File: src/rtl/invshiftrow256_pipe.sv
// invshiftrow256_pipe: registered inverse ShiftRows for a 256-bit (8-column)
// Rijndael state, with a valid/ready handshake on both sides.
// Storage is one output register (OREG) plus one skid register (SKID).
// With both registers in use, in_ready comes straight from a flop and never
// depends combinationally on out_ready.
// Optional feature: define SHIFTROW256_DIR_EN to add a 'dir' input.
// dir = 1 selects forward ShiftRows and dir = 0 selects inverse ShiftRows.
// The direction is applied when a state is accepted, so it stays with that
// state's data through SKID.

module invshiftrow256_pipe #(
    parameter int NB = 8
) (
    input  logic         clk,
    input  logic         rst_n,
`ifdef SHIFTROW256_DIR_EN
    input  logic         dir,
`endif
    input  logic         in_valid,
    output logic         in_ready,
    input  logic [255:0] sl,
    output logic         out_valid,
    input  logic         out_ready,
    output logic [255:0] sr
);

    // One row is NB bytes wide. Only NB = 8 is supported, giving 64-bit rows.
    localparam int ROW_W = 8 * NB;

    // The state encodes how many of OREG/SKID currently hold data.
    typedef enum logic [1:0] {
        EMPTY = 2'd0,
        ONE   = 2'd1,
        TWO   = 2'd2
    } state_t;

    state_t       state;
    state_t       state_next;
    logic [255:0] oreg;
    logic [255:0] skid;
    logic [255:0] xf;
    logic         accept;
    logic         drain;
    logic         fwd;

    // Rotate each row by its byte offset.
    // Inverse rotates right and forward rotates left.
    // Row 0 moves by half a row, so both directions are the same for it.
    function automatic logic [255:0] shift_rows(input logic [255:0] s, input logic f);
        logic [ROW_W-1:0] r0;
        logic [ROW_W-1:0] r1;
        logic [ROW_W-1:0] r2;
        logic [ROW_W-1:0] r3;
        r0 = s[0*ROW_W +: ROW_W];
        r1 = s[1*ROW_W +: ROW_W];
        r2 = s[2*ROW_W +: ROW_W];
        r3 = s[3*ROW_W +: ROW_W];
        if (f) begin
            r2 = {r2[ROW_W-9:0],  r2[ROW_W-1:ROW_W-8]};
            r1 = {r1[ROW_W-25:0], r1[ROW_W-1:ROW_W-24]};
        end else begin
            r2 = {r2[7:0],  r2[ROW_W-1:8]};
            r1 = {r1[23:0], r1[ROW_W-1:24]};
        end
        r0 = {r0[31:0], r0[ROW_W-1:32]};
        return {r3, r2, r1, r0};
    endfunction

`ifdef SHIFTROW256_DIR_EN
    assign fwd = dir;
`else
    assign fwd = 1'b0;
`endif

    assign xf     = shift_rows(sl, fwd);
    assign accept = in_valid & in_ready;
    assign drain  = out_valid & out_ready;

    // State register. Reset empties the pipe immediately, without a clock edge.
    always_ff @(posedge clk or negedge rst_n) begin
        if (!rst_n) begin
            state <= EMPTY;
        end else begin
            state <= state_next;
        end
    end

    // Next-state logic: occupancy goes up on accept and down on drain.
    always_comb begin
        state_next = state;
        case (state)
            EMPTY: begin
                if (accept) begin
                    state_next = ONE;
                end
            end
            ONE: begin
                if (accept && !drain) begin
                    state_next = TWO;
                end else if (drain && !accept) begin
                    state_next = EMPTY;
                end
            end
            TWO: begin
                if (drain) begin
                    state_next = ONE;
                end
            end
            default: state_next = EMPTY;
        endcase
    end

    // Handshake outputs are decoded only from the state flop.
    always_comb begin
        in_ready  = (state != TWO);
        out_valid = (state != EMPTY);
    end

    // Data path. New data lands in OREG if OREG is free or draining; otherwise
    // it lands in SKID. SKID refills OREG before any later state can enter.
    always_ff @(posedge clk or negedge rst_n) begin
        if (!rst_n) begin
            oreg <= '0;
            skid <= '0;
        end else begin
            case (state)
                EMPTY: begin
                    if (accept) begin
                        oreg <= xf;
                    end
                end
                ONE: begin
                    if (accept && drain) begin
                        oreg <= xf;
                    end else if (accept) begin
                        skid <= xf;
                    end
                end
                TWO: begin
                    if (drain) begin
                        oreg <= skid;
                    end
                end
                default: begin
                    oreg <= oreg;
                end
            endcase
        end
    end

    assign sr = oreg;

endmodule

File: config.mk
export PLATFORM = sky130hd
export DESIGN_NAME = invshiftrow256_pipe
export DESIGN_NICKNAME = d
export VERILOG_FILES = /design/src/rtl/invshiftrow256_pipe.sv
export SDC_FILE = /design/constraint.sdc
export NUM_CORES = 1
export LEC_CHECK = 0
export BUFFER_PORTS_ARGS = -buffer_cell sky130_fd_sc_hd__buf_4
export CAP_MARGIN = 20
export CORE_ASPECT_RATIO = 0.7
export CORE_UTILIZATION = 41
export CTS_BUF_LIST = sky130_fd_sc_hd__clkbuf_8
export DETAILED_ROUTE_END_ITERATION = 8
export HOLD_SLACK_MARGIN = 0.12
export PLACE_DENSITY = 0.73
export SETUP_SLACK_MARGIN = 0.2
export SYNTH_ARGS = -nofsm -noshare
export SYNTH_HDL_FRONTEND = slang
export SYNTH_SLANG_ARGS = --single-unit
export TNS_END_PERCENT = 100
File: constraint.sdc
create_clock -name clk -period 3.8 [get_ports clk]
set_input_delay 0.38 -clock clk [delete_from_list [all_inputs] [get_ports clk]]
set_output_delay 0.38 -clock clk [all_outputs]
set_load 0.02 [all_outputs]
# After elaboration in Yosys (flattened, before gate mapping)
# Index checks and enable logic that the tools add are counted.
# classes
reduce_logical	11
bitwise	3
n_mux	9
n_eq_ne	7
# op_table
cell	count
$mux W256	3
$pmux W256 S3	1
$mux W2	4
$ne A2 B2 Y1 const B	4
$pmux W2 S3	1
$reduce_and A3 Y1	2
$reduce_and A4 Y1	1
$logic_and A1 B1 Y1	3
$ne A3 B3 Y1 const B	1
$reduce_bool A3 Y1	1
$and A1 B1 Y1	2
$eq A2 B1 Y1 const B	1
$eq A2 B2 Y1 const B	1
$logic_not A1 Y1	2
$logic_not A2 Y1	1
$reduce_bool A2 Y1	1
$not A1 Y1	1
# word_totals
ff_bits	514
output_inout_bits	258

# Longest topological paths before layout
# depth
depth_word	7
depth_mapped	8
ltp_nobuf	6

# Least setup slack after synthesis
# No wires, ideal clock.
# synth_timing
kind	reg-to-reg
startpoint	register state[1]
endpoint	register oreg[193], in the netlist sr[193]
slack_ps	2079
required_time_ps	3675
path_buffers	3
t_arrival_ps	1597
stages_incl_launch_ff	7
period_less_slack_ps	1721
cell_sequence	dfrtp_1 > nor2b_1 > buf_6 > buf_6 > buf_2 > mux2_2 > mux2_2
# synth_between
elab_chain_len	5
# synth_lines
item	line	source
start: declaration	37	state_t state;
start signal: assignment	84	state <= state_next;
$ne A2 B2 Y1 / $reduce_bool A2 Y1 (equally long branches)	115, 116	
$and A1 B1 Y1, on equally long branches	76, 77	
$logic_and A1 B1 Y1	133	if (accept && drain) begin
$ne A2 B2 Y1 (no line)	n/a	
$reduce_and A4 Y1 (no line)	n/a	
end signal: assignment	141	oreg <= skid;
end signal: assignment	145	oreg <= oreg;
end: declaration	39	logic [255:0] oreg;
# Several ways; a longest one is shown, not always the timed one.
# A chain may end at the register's enable or synchronous reset.

# Final worst setup path
# layout_timing
startpoint	register state[1]
endpoint	output port in_ready
# layout_between
elab_chain_len	1
# layout_lines
item	line	source
$ne A2 B2 Y1	115	in_ready = (state != TWO);
end: declaration	20	output logic in_ready,
# No other way between the ends.

==> results.toml <==
[status]
outcome = "finished clean"

[synth]
synth_xor_area_share_pct = 0
ys_seq_elements = 514
yosysMostFrequentCell = "mux2_2"
synthTopCellsByCount = "758 x mux2_2, 514 x dfrtp_1, 54 x buf_2"
synth.area.mux_share_pct = 39.0
synthDistinctLibCells = 19
syn_area_per_cell_um2 = 16.1
synth_nets = 1643
synthArstFlopShare_pct = 100
yosysSeqAreaShare_pct = 57.9
synth_ff_type = "dfrtp_1"
synth_fa_ha_area_share_pct = 0.0563
synth_top_family_by_area = "multiplexers"
yosysTopAreaCellShare_pct = 57.9
yosysWarnings = 0
netlist_area_um2 = 22200
synth_compound_area_share_pct = 0.101
synth_edf_count = 0
synth_area_leader_cell = "dfrtp_1"
synth.area.top_cells = "dfrtp_1 58%, mux2_2 38%, buf_6 1.4%, buf_2 1.2%, mux2_1 0.51%"
synthCells = 1382
synth-simple-area-share_pct = 0.236

[run]
drv_cap = 0

[die]
die_area_um2 = 55100
die_h_um = 197
floorplan.initialDensity_pct = 42.0
std_cell_rows = 70
die_w_um = 280
coreArea_um2 = 52900
boundaryPins = 518

[global_routing]
grt_pass1_wl_um = 88900
grt_pass1_vias = 16200
antenna_found_initial = 2
grt_usage_pct = 20.3
grt-ovfl-total = 0
grt_max_degree = 142

[clock_tree]
cts_sinks = 514
cts_tree = "done"
clockBufferDepth = 3
cts_root_buffer = "clkbuf_8"
path_clk_slew_ns = 0.06
cts_setup_buffers = 0
clock_latency_ns = 0.65
h-tree-depth = 3
post_cts_resize_count = 0
numCtsBuffers = 81

[worst_setup_path]
critPathKind = "flip-flop to output port"
worst_ep_required_time_ns = 3.42
crit_chain = "nor2b_4 > buf_12 > inv_1 > buf_4"
worstRegToRegCells = 4
worst_ep_arrival_time_ns = 2.30
r2r-end = "sr[24]"
critPathSlowestCell = "buf_12"
crit_path_end_kind = "output port"
r2r-start = "state[1]"
start_kind = "flip-flop"
cp_max_fo = 116
critPathMaxStageDelay_ns = 0.47
r2r_slack_ns = 1.37
crit_start = "state[1]"

[sta]
slew_headroom_pct = 27.9
rsz0062_at_grt = "false"
period_share_pct = 70.6
fmax_ghz = 0.373
final-setup-viol-count = 0
hold_viol_final = 0
tightest_slew_ns = 1.08
tns_ns = 0
final.min_clock_period_ns = 2.68
clock_skew_ns = 0.0343
slew_violations = 0

[cells_and_area]
multi_input_area_um2 = 8770
finalNetCount = 2439
fill_cells = 4133
synthToLayoutAreaGrowth_pct = 39.3
stdcell_area_um2 = 31000
layout-drive-gt1-share_pct = 63.3
regArea_um2 = 12900
finish.utilization_pct = 58.5

[route]
dr.first_iter.drc_count = 441
drt-pass1-iter-count = 4
via_per_inst = 4.93
drcViolationCount = 0
routed_wl_um = 56100
ant_nets = 0
wire_per_inst_um = 18.9
vias = 14600

[pwr]
clkPwrFrac_pct = 19.2
internal_power_uw = 16200
p_per_area_nw_per_um2 = 794
switchingPower_uw = 8410
seqPwrFrac_pct = 39.7
combPwrFrac_pct = 41.1
p_leak_uw = 0.0137
ir_worst_vdd_uv = 504
swShare_pct = 34.2

[placement]
place.gp.congestion = 0.782
io_buffers = 517
place_area_um2 = 26700
dp_hpwl_um = 35700

[min_path]
worstHoldPathType = "input pin to asynchronous set/reset pin"
==> metal layers <==
layer / vias to the layer above / global-route usage (%) / part of all wire, % / routed length [um]
met1: 7495 / 24.8 / 41 / 22900
met2: 390 / 34.2 / 49 / 27700
met5: - / 0 / 0 / 0
met3: 127 / 5.52 / 6.3 / 3510
met4: 0 / 8.03 / 3.5 / 1960
li1: 6583 / - / - / -
==> layout by cell type (no fill, tap or decap) <==
master         count
or2_2              1
mux2_1            10
ha_1               1
buf_8              1
o21ai_0            1
dfrtp_1          514
buf_4            528
o22ai_1            1
inv_6              3
a32o_4             1
nor3b_4            1
nand2_1            2
clkinv_4           1
bufinv_16          1
clkbuf_8         103
nand3b_1           1
inv_1             31
buf_12            10
nand2b_1           1
mux2_2           758
diode_2            2
mux2i_1            1
clkinv_2           8
and2_1             1
dlygate4sd3_1    259
nor2b_4            1
inv_8              1
==> stage by stage <==
stage / setup WS (ns) / cells / hold slack (ns) / total power [uW]
floorplan: 2.08 / 1382 / 0.0844 / 15800
global placement: 1.42 / 2556 / 0.467 / 19300
detailed placement: 1.39 / 2556 / 0.474 / 19700
CTS: 0.958 / 2961 / 0.325 / 24800
global route: 0.879 / 2963 / 0.346 / 25900
finish: 1.12 / 2963 / 0.331 / 24600
==> state kept, by name, summed over array words and instances (netlist names) <==
register and flops:
skid 256, sr 256, state 2
==> repair_timing <==
action	4_1_cts	5_1_grt
setup endpoints to repair	0	0
hold buffers	259	0
hold endpoints to repair	591	0
==> area by class of cell <==
| type | count | share of cell area (%) |
|---|---|---|
| Timing Repair Buffer | 798 | 21.9 |
| Inverter | 2 | 0.0242 |
| Multi-Input combinational cell | 781 | 28.3 |
| Tap cell | 720 | 2.91 |
| Clock buffer | 103 | 4.58 |
| Clock inverter | 43 | 0.727 |
| Antenna cell | 2 | 0.0162 |
| Sequential cell | 514 | 41.5 |
==> cell families after synthesis <==
group,after synthesis
AO/OA/AOI/OAI,3
adder cells (fa/ha/maj),1
buffers and inverters,87
flip-flops,514
multiplexers,769
AND/OR/NAND/NOR,8
==> critical path, delay by kind of cell (launching register included) <==
kind / cells / cell delay (ns)
buf+inv: 3 / 0.91
flops: 1 / 0.46
simple gates: 1 / 0.28
==> worst max-delay path by stage <==
stage	cells after the start	to
floorplan	6	sr[193]
global placement	5	sr[226]
detailed placement	5	sr[239]
CTS	4	in_ready
global route	4	in_ready
finish	4	in_ready
==> power by group through the flow <==
stage | registers [uW] | clock network [uW] | logic [uW]
global placement | 9600 | 0 | 9670
global route | 10100 | 5100 | 10700
finish | 9760 | 4730 | 10100
CTS | 9740 | 4880 | 10200
floorplan | 11200 | 0 | 4610
detailed placement | 9810 | 0 | 9920
No activity file was read; power rests on OpenSTA's default activity.
